==> config.mk <==
export PLATFORM = sky130hd
export DESIGN_NAME = duck_flight_ctrl
export DESIGN_NICKNAME = d
export VERILOG_FILES = /design/src/rtl/duck_flight_ctrl.sv
export SDC_FILE = /design/constraint.sdc
export NUM_CORES = 1
export LEC_CHECK = 0
export CELL_PAD_IN_SITES_DETAIL_PLACEMENT = 1
export CELL_PAD_IN_SITES_GLOBAL_PLACEMENT = 2
export CORE_ASPECT_RATIO = 1.1
export CORE_MARGIN = 2
export CORE_UTILIZATION = 37
export DETAILED_ROUTE_END_ITERATION = 8
export PLACE_DENSITY_LB_ADDON = 0.1
export RECOVER_POWER = 100
export SYNTH_ARGS = -nofsm -noshare
export SYNTH_HDL_FRONTEND = slang
export SYNTH_SLANG_ARGS = --single-unit
==> constraint.sdc <==
create_clock -name Clk -period 12.2 [get_ports Clk]
set_input_delay 2.44 -clock Clk [delete_from_list [all_inputs] [get_ports Clk]]
set_output_delay 2.44 -clock Clk [all_outputs]
set_load 0.005 [all_outputs]
==> src/rtl/duck_flight_ctrl.sv <==
// Single-duck flight sequencer: spawn, tick-gated flap/fly with edge bounce,
// hit pause and fall, or fly-away on timeout. Drives sprite position and frame.
//
// state     | meaning
// ----------+--------------------------------------------------------------
// IDLE      | waiting for start; position and frame hold last values
// SPAWN     | one cycle: place duck at clamped start_x on the ground line
// FLY       | per tick: flap, move, bounce; hit or timeout ends it
// HIT_PAUSE | frozen for HIT_TICKS ticks after a hit
// FALL      | per tick: drop by FALL_STEP until the ground line
// FLYAWAY   | per tick: rise by STEP until the top, X held
// DONE      | one cycle done pulse, then IDLE
module duck_flight_ctrl #(
    parameter int X_MIN     = 0,
    parameter int X_MAX     = 608,
    parameter int Y_MIN     = 0,
    parameter int Y_MAX     = 300,
    parameter int STEP      = 4,
    parameter int FALL_STEP = 8,
    parameter int FLY_TICKS = 120,
    parameter int HIT_TICKS = 10
) (
    input  logic       Clk,
    input  logic       Reset,
    input  logic       anim_tick,
    input  logic       start,
    input  logic [1:0] color_in,
    input  logic [1:0] dir_in,
    input  logic [9:0] start_x,
    input  logic       hit,
    output logic [9:0] Duck_X,
    output logic [9:0] Duck_Y,
    output logic [5:0] DuckFrame,
    output logic       busy,
    output logic       done,
    output logic       shot,
    output logic       escaped
);

    typedef enum logic [2:0] {
        S_IDLE, S_SPAWN, S_FLY, S_HIT_PAUSE, S_FALL, S_FLYAWAY, S_DONE
    } state_t;

    localparam logic [1:0] V_UP    = 2'd0;
    localparam logic [1:0] V_LEVEL = 2'd1;
    localparam logic [1:0] V_DOWN  = 2'd2;

    localparam logic signed [10:0] X_MIN_S  = 11'(X_MIN);
    localparam logic signed [10:0] X_MAX_S  = 11'(X_MAX);
    localparam logic signed [10:0] Y_MIN_S  = 11'(Y_MIN);
    localparam logic signed [10:0] Y_MAX_S  = 11'(Y_MAX);
    localparam logic signed [10:0] STEP_S   = 11'(STEP);
    localparam logic signed [10:0] FALL_S   = 11'(FALL_STEP);
    localparam logic [9:0]         X_MIN_V  = 10'(X_MIN);
    localparam logic [9:0]         X_MAX_V  = 10'(X_MAX);
    localparam logic [9:0]         Y_MIN_V  = 10'(Y_MIN);
    localparam logic [9:0]         Y_MAX_V  = 10'(Y_MAX);

    state_t      state_q, state_d;
    logic [9:0]  x_q, x_d, y_q, y_d;
    logic [5:0]  frame_q, frame_d;
    logic [1:0]  color_q, color_d, dir_q, dir_d;
    logic        hdir_q, hdir_d;          // 1 = moving right
    logic [1:0]  vdir_q, vdir_d;
    logic [1:0]  flap_q, flap_d;
    logic [7:0]  fly_cnt_q, fly_cnt_d;
    logic [7:0]  hit_cnt_q, hit_cnt_d;
    logic        fall_alt_q, fall_alt_d;
    logic        shot_q, shot_d, escaped_q, escaped_d;

    logic signed [10:0] xs, ys, nx, ny, fall_y, away_y, spawn_x;
    logic [9:0]  bx, by;
    logic        bhdir;
    logic [1:0]  bvdir, flap_nxt;

    function automatic logic [5:0] color_base(input logic [1:0] col);
        case (col)
            2'b01:   return 6'd20;
            2'b10:   return 6'd40;
            default: return 6'd0;
        endcase
    endfunction

    function automatic logic [5:0] fly_frame(input logic [1:0] col, input logic right,
                                             input logic [1:0] vd, input logic [1:0] fl);
        logic [5:0] off;
        if (right) off = (vd == V_UP) ? 6'd0  : 6'd4;
        else       off = (vd == V_UP) ? 6'd11 : 6'd15;
        return color_base(col) + off + {4'b0, fl};
    endfunction

    // Candidate motion in 11-bit signed space so edge overshoot is visible.
    always_comb begin
        xs       = $signed({1'b0, x_q});
        ys       = $signed({1'b0, y_q});
        spawn_x  = $signed({1'b0, start_x});
        nx       = hdir_q ? xs + STEP_S : xs - STEP_S;
        case (vdir_q)
            V_UP:    ny = ys - STEP_S;
            V_DOWN:  ny = ys + STEP_S;
            default: ny = ys;
        endcase
        fall_y   = ys + FALL_S;
        away_y   = ys - STEP_S;
        flap_nxt = (flap_q == 2'd2) ? 2'd0 : flap_q + 2'd1;

        bx    = nx[9:0];
        bhdir = hdir_q;
        if (nx < X_MIN_S) begin
            bx    = X_MIN_V;
            bhdir = 1'b1;
        end else if (nx > X_MAX_S) begin
            bx    = X_MAX_V;
            bhdir = 1'b0;
        end
        by    = ny[9:0];
        bvdir = vdir_q;
        if (ny < Y_MIN_S) begin
            by    = Y_MIN_V;
            bvdir = V_DOWN;
        end else if (ny > Y_MAX_S) begin
            by    = Y_MAX_V;
            bvdir = V_UP;
        end
    end

    always_comb begin
        state_d    = state_q;
        x_d        = x_q;
        y_d        = y_q;
        frame_d    = frame_q;
        color_d    = color_q;
        dir_d      = dir_q;
        hdir_d     = hdir_q;
        vdir_d     = vdir_q;
        flap_d     = flap_q;
        fly_cnt_d  = fly_cnt_q;
        hit_cnt_d  = hit_cnt_q;
        fall_alt_d = fall_alt_q;
        shot_d     = shot_q;
        escaped_d  = escaped_q;

        case (state_q)
            S_IDLE: begin
                if (start) begin
                    state_d   = S_SPAWN;
                    color_d   = color_in;
                    dir_d     = dir_in;
                    shot_d    = 1'b0;
                    escaped_d = 1'b0;
                end
            end
            S_SPAWN: begin
                if (spawn_x > X_MAX_S)      x_d = X_MAX_V;
                else if (spawn_x < X_MIN_S) x_d = X_MIN_V;
                else                        x_d = start_x;
                y_d       = Y_MAX_V;
                hdir_d    = dir_q[1];
                vdir_d    = dir_q[0] ? V_LEVEL : V_UP;
                fly_cnt_d = 8'd0;
                flap_d    = 2'd0;
                state_d   = S_FLY;
            end
            S_FLY: begin
                // A hit outranks a coincident timeout tick and suppresses the move.
                if (hit) begin
                    state_d   = S_HIT_PAUSE;
                    hit_cnt_d = 8'(HIT_TICKS);
                    frame_d   = color_base(color_q) + 6'd8;
                end else if (anim_tick) begin
                    flap_d    = flap_nxt;
                    fly_cnt_d = fly_cnt_q + 8'd1;
                    x_d       = bx;
                    y_d       = by;
                    hdir_d    = bhdir;
                    vdir_d    = bvdir;
                    frame_d   = fly_frame(color_q, bhdir, bvdir, flap_nxt);
                    if (fly_cnt_q + 8'd1 == 8'(FLY_TICKS)) state_d = S_FLYAWAY;
                end
            end
            S_HIT_PAUSE: begin
                if (anim_tick) begin
                    hit_cnt_d = hit_cnt_q - 8'd1;
                    if (hit_cnt_q == 8'd1) begin
                        state_d    = S_FALL;
                        fall_alt_d = 1'b0;
                    end
                end
            end
            S_FALL: begin
                if (anim_tick) begin
                    frame_d    = color_base(color_q) + 6'd9 + {5'b0, fall_alt_q};
                    fall_alt_d = ~fall_alt_q;
                    if (fall_y >= Y_MAX_S) begin
                        y_d     = Y_MAX_V;
                        shot_d  = 1'b1;
                        state_d = S_DONE;
                    end else begin
                        y_d = fall_y[9:0];
                    end
                end
            end
            S_FLYAWAY: begin
                if (anim_tick) begin
                    flap_d  = flap_nxt;
                    frame_d = fly_frame(color_q, hdir_q, V_UP, flap_nxt);
                    if (away_y <= Y_MIN_S) begin
                        y_d       = Y_MIN_V;
                        escaped_d = 1'b1;
                        state_d   = S_DONE;
                    end else begin
                        y_d = away_y[9:0];
                    end
                end
            end
            S_DONE:  state_d = S_IDLE;
            default: state_d = S_IDLE;
        endcase
    end

    always_ff @(posedge Clk or negedge Reset) begin
        if (!Reset) begin
            state_q    <= S_IDLE;
            x_q        <= '0;
            y_q        <= '0;
            frame_q    <= '0;
            color_q    <= '0;
            dir_q      <= '0;
            hdir_q     <= 1'b0;
            vdir_q     <= V_UP;
            flap_q     <= '0;
            fly_cnt_q  <= '0;
            hit_cnt_q  <= '0;
            fall_alt_q <= 1'b0;
            shot_q     <= 1'b0;
            escaped_q  <= 1'b0;
        end else begin
            state_q    <= state_d;
            x_q        <= x_d;
            y_q        <= y_d;
            frame_q    <= frame_d;
            color_q    <= color_d;
            dir_q      <= dir_d;
            hdir_q     <= hdir_d;
            vdir_q     <= vdir_d;
            flap_q     <= flap_d;
            fly_cnt_q  <= fly_cnt_d;
            hit_cnt_q  <= hit_cnt_d;
            fall_alt_q <= fall_alt_d;
            shot_q     <= shot_d;
            escaped_q  <= escaped_d;
        end
    end

    assign Duck_X    = x_q;
    assign Duck_Y    = y_q;
    assign DuckFrame = frame_q;
    assign busy      = (state_q != S_IDLE);
    assign done      = (state_q == S_DONE);
    assign shot      = shot_q;
    assign escaped   = escaped_q;

endmodule

Word-level counts from Yosys, hierarchy flattened. Index checks and enable logic that the tools add are counted.

Register bits after elaboration: 57. Logic and storage cells: 167.

Add/sub/neg operators: 15. Magnitude comparators: 8. Eq/ne operators: 24. Mux-type cells: 83. Bitwise logic cells: 1. Reduce and logical (&&, ||, !) cells: 22.

Operators by type and width (number): $mux 10 (14); $mux 6 (16); $pmux 10 s4 (1); $mux 3 (12); $mux 8 (4); $pmux 8 s2 (2); $add 10x3->11 const B (2); $lt 11x1->1 const B (2); $pmux 11 s2 (1); $sub 10x3->11 const B (2); $ne 2x2->1 const B (10); $pmux 10 s2 (1); $pmux 3 s6 (1); $pmux 6 s3 (1); $reduce_and 4->1 (4); $mux 2 (7); $mux 1 (13); $add 6x2->6 (2); $add 6x4->6 const B (2); $add 6x6->6 (2); $pmux 6 s2 (1); $add 10x4->11 const B (1); $ge 11x10->1 const B (1); $gt 11x10->1 const B (1); other kinds (31) (50).

Depth between registers and ports, before layout.
Word-level depth: 16. Gate-level depth with buffers: 18.

Worst setup path after synthesis. No wires, ideal clock.

Path kind: reg-to-reg. Start: register hdir_q. End: register frame_q[5] (netlist: DuckFrame[5]). Library setup time: 125 ps. Arrival: 3842 ps. Path slack: 8233 ps. Cell stages (with the launch flop): 19. Clock period less this slack: 3967 ps. Path through: dfrtp_1 -> inv_1 -> ha_1 -> a21o_1 -> a21oi_1 -> o21ai_0 -> xor2_1 -> a31o_2 -> o21bai_1 -> o21ai_0 -> o21a_1 -> ha_1 -> a21o_1 -> a21oi_1 -> nor2b_1 -> o21ai_0 -> xor2_1 -> a221oi_1 -> mux2_2.

Longest elaborated chain between the ends: 13. Elaborated cells on any way between the ends: 20. Classes of those cells: add/sub (4); order compare (2); mux (14).

Ends and longest elaborated chain: from (decl) (line 63) `logic hdir_q, hdir_d;`; from (signal assigned) (line 244) `hdir_q <= hdir_d;`; $mux 11 (line 97) `nx = hdir_q ? xs + STEP_S : xs - STEP_S;`; $gt 11x11->1 (line 112) `end else if (nx > X_MAX_S) begin`; $mux 1 (line 112); $mux 1 (line 109) `if (nx < X_MIN_S) begin`; $mux 4 (line 87) `if (right) off = (vd == V_UP) ? 6'd0 : 6'd4;`; $mux 6 (line 170) `end else if (anim_tick) begin`; $mux 6 (line 166) `if (hit) begin`; $mux 6 (line 143) `case (state_q)`; $add 6x6->6 (line 89) `return color_base(col) + off + {4'b0, fl};`; $add 6x2->6 (line 89); $mux 6 (line 170); $mux 6 (line 166); $pmux 6 s3 (*) (line 143); to (signal assigned) (line 241) `frame_q <= frame_d;`; to (decl) (line 61) `logic [5:0] frame_q, frame_d;`.

Mark *: on every way between the ends. The rest lies on a longest branch, timed or not. The select of a mux whose other input is x is not followed. A chain may end at the register's enable or synchronous reset.

==> results.yml <==
setup_path:
  critPathMaxFanout: 55
  worst-r2r-setup-slack_ns: 7.37
  start_kind: "primary input"
  crit_arrival_ns: 4.86
  r2r_start: "hdir_q"
  cp_cell_sequence: "buf_2 -> clkbuf_1"
  endpoint_kind: "async pin"
  critPathMaxStageDelay_ns: 2.25
  cp.depth: 2
  crit_buf_inv: 2
  reg2regPathDepth: 18
  r2r-end: "DuckFrame[5]"
  required_ns: 11.89
  critical_path_class: "primary input to async pin"
  crit_family: "buffers and inverters"
  cpMaxStageDelayCell: "clkbuf_1"
cts:
  cts-buffers-inserted: 5
  cts_resized: 0
  holdBufCountCts: 0
  post_cts_buffers: 0
  clockRootBuffer: "clkbuf_16"
  clock_path_buffers: 2
  cts.sinks: 55
  cts_tree: "yes"
  clk_latency_ns: 0.30
  cts_max_level: 2
  path_clk_slew_ns: 0.08
power:
  power_mw: 1.42
  leakagePower_nw: 2.09
  pwr_density_cell_mw_per_mm2: 280
  ir_worst_vdd_mv: 0.169
timing:
  fin_skew_ns: 0.00769
  fmax_ghz: 0.194
  fin_hold_ws_ns: 0.494
  slew_headroom_pct: -116
  fin_crit_sh_pct: 42.3
  rsz0062_at_grt: "no"
  setup_viol: 0
  slew_viol_final: 56
  layout_min_cycle_time_ns: 5.16
  hold_viol: 0
  worstMarginPinSlew_ns: 3.25
  tns_ns: 0
yosys:
  synth_top_area_share_pct: 31.2
  yosysTopAreaCell: "dfrtp_1"
  yosysSeqAreaShare_pct: 31.2
  ys_ff_latch: 55
  synth-xor-area-share_pct: 5.16
  synth_top_family_by_area: "compound AO/OA/AOI/OAI gates"
  netlist_instances: 534
  ys_types: 70
  syn_avg_cell_area_sq_um: 8.26
  synthArstFlopShare_pct: 100
  synth_warnings: 0
  ys_top_cells_by_area: "dfrtp_1 (31%), ha_1 (7.9%), nor2_1 (5.1%)"
  synth_edf_count: 0
  synth.mux.area_fraction_pct: 1.70
  synth_area_sq_mm: 0.00441
  synth_simple_gate_area_share_pct: 21.9
  synthAdderAreaFrac_pct: 9.30
  synth_compound_area_share_pct: 25.6
  synthFlopType: "dfrtp_1"
die:
  fp-row-count: 41
  die_width_um: 108
  die_h_um: 119
  placeableCoreArea_sq_mm: 0.0115
  num_io_pins: 49
  initial_core_util_pct: 38.2
  die_area_sq_mm: 0.0128
routing:
  wl_um: 13800
  drt_first_pass_iters: 4
  wl_met2_um: 6740
  drtIter0Drc: 201
  vias: 4101
  highest_layer: "met4"
  vias_per_cell: 5.78
  ant_nets: 0
  drc: 0
  wl_met1_um: 6670
  wl_per_cell_um: 19.4
  wl_met3_um: 238
placed_design:
  dpl_cell_area_sq_mm: 0.00493
  io_buffers: 46
  gp_congestion: 0.817
  placedCellCount: 701
  dpl.hpwl_um: 10200
outcome:
  status: "finished with violations"
  violations: "capacitance limit, slew limit"
final_layout:
  drive_gt1_share_pct: 4.11
  stdcell_count: 709
  area_growth_syn_to_layout_pct: 14.9
  mostFrequentLayoutCell: "nor2_1"
  antenna_cells_inserted: 0
  mostFrequentLayoutCells: "nor2_1 (60), dfrtp_1 (55), o21ai_0 (42), a21oi_1 (40), nand2_1 (37)"
  nets: 608
  final_cell_area_sq_mm: 0.00507
  fillers: 1390
min_path:
  hold_path_depth: 2
  hold_end: "fly_cnt_q[1]"
  hp-start: "fly_cnt_q[1]"
  hold_path_class: "flip-flop to flip-flop"
grt:
  antenna_found_initial: 0
  grt_pass1_wl_um: 22900
  grt_overflow: 0
  grt_start_max_net_pins: 56
  grt_pass1_vias: 4369
  track_usage_pct: 22.4
run:
  drv_cap: 1
## cells by family after synthesis
group / after synthesis
AND/OR/NAND/NOR: 192
AO/OA/AOI/OAI: 168
buffers and inverters: 54
adder cells (fa/ha/maj): 31
multiplexers: 7
flip-flops: 55
XOR/XNOR: 26
other: 1
## report_power, final
group | total [mW] | internal, mW | leakage [nW] | switching (mW)
Clock | 0.154 | 0.0782 | 0.0719 | 0.0754
Combinational | 0.910 | 0.395 | 1.33 | 0.515
Sequential | 0.355 | 0.250 | 0.686 | 0.104
Total | 1.42 | 0.723 | 2.09 | 0.695
## metrics by stage
step,utilization (%),setup WS (ns)
4_1_cts,44.0,7.37
2_1_floorplan,-,8.23
5_1_grt,43.9,6.48
3_3_place_gp,42.7,7.27
3_5_place_dp,42.7,7.16
6_report,43.9,7.04
## cells in the mapped netlist (4+ instances only)
library cell / instances
nand4_1: 6
and3_1: 4
a31oi_1: 7
mux2_2: 4
nor2_1: 60
inv_1: 23
o221ai_1: 5
nor3_1: 11
clkbuf_1: 18
nor2b_1: 11
o22ai_1: 4
or3_1: 5
xor2_1: 11
ha_1: 28
buf_2: 10
nand3_1: 14
xnor2_1: 15
o31ai_1: 4
nand2b_1: 15
dfrtp_1: 55
nand2_1: 37
o21ai_0: 41
a21o_1: 5
a211oi_1: 5
o21a_1: 6
a21oi_1: 40
nor3b_1: 7
a32oi_1: 5
and2_1: 5
a32o_1: 5
## registers in the layout, indices dropped and copies added (netlist names)
name	count
flap_q	2
Duck_X	10
escaped	1
fall_alt_q	1
fly_cnt_q	8
Duck_Y	8
color_q	2
state_q	3
shot	1
vdir_q	2
hit_cnt_q	8
DuckFrame	6
hdir_q	1
dir_q	2
## layer usage
metal / global-route usage (%) / vias to the layer above
li1: - / 1975
met1: 31.0 / 2076
met2: 37.6 / 43
met3: 2.48 / 7
met4: 4.41 / 0
met5: 0 / -
## area by class of cell
type / count / area [sq um] / area share, %
multi-input combinational: 426 / 2810 / 55.4
sequential: 55 / 1380 / 27.1
timing repair buffer: 47 / 459 / 9.06
tap: 150 / 188 / 3.70
clock buffer: 5 / 125 / 2.47
inverter: 23 / 86.3 / 1.70
clock inverter: 3 / 27.5 / 0.543
## how the worst max path moves through the flow
| stage | slack [ns] | end | startpoint |
|---|---|---|---|
| 2_1_floorplan | 8.23 | DuckFrame[5] | hdir_q |
| 3_3_place_gp | 7.27 | vdir_q[0] | anim_tick |
| 3_5_place_dp | 7.16 | vdir_q[0] | anim_tick |
| 4_1_cts | 7.37 | DuckFrame[5] | hdir_q |
| 5_1_grt | 6.48 | Duck_Y[2] | Reset |
| 6_report | 7.04 | Duck_X[1] | Reset |
Power figures use the tool's default switching activity.
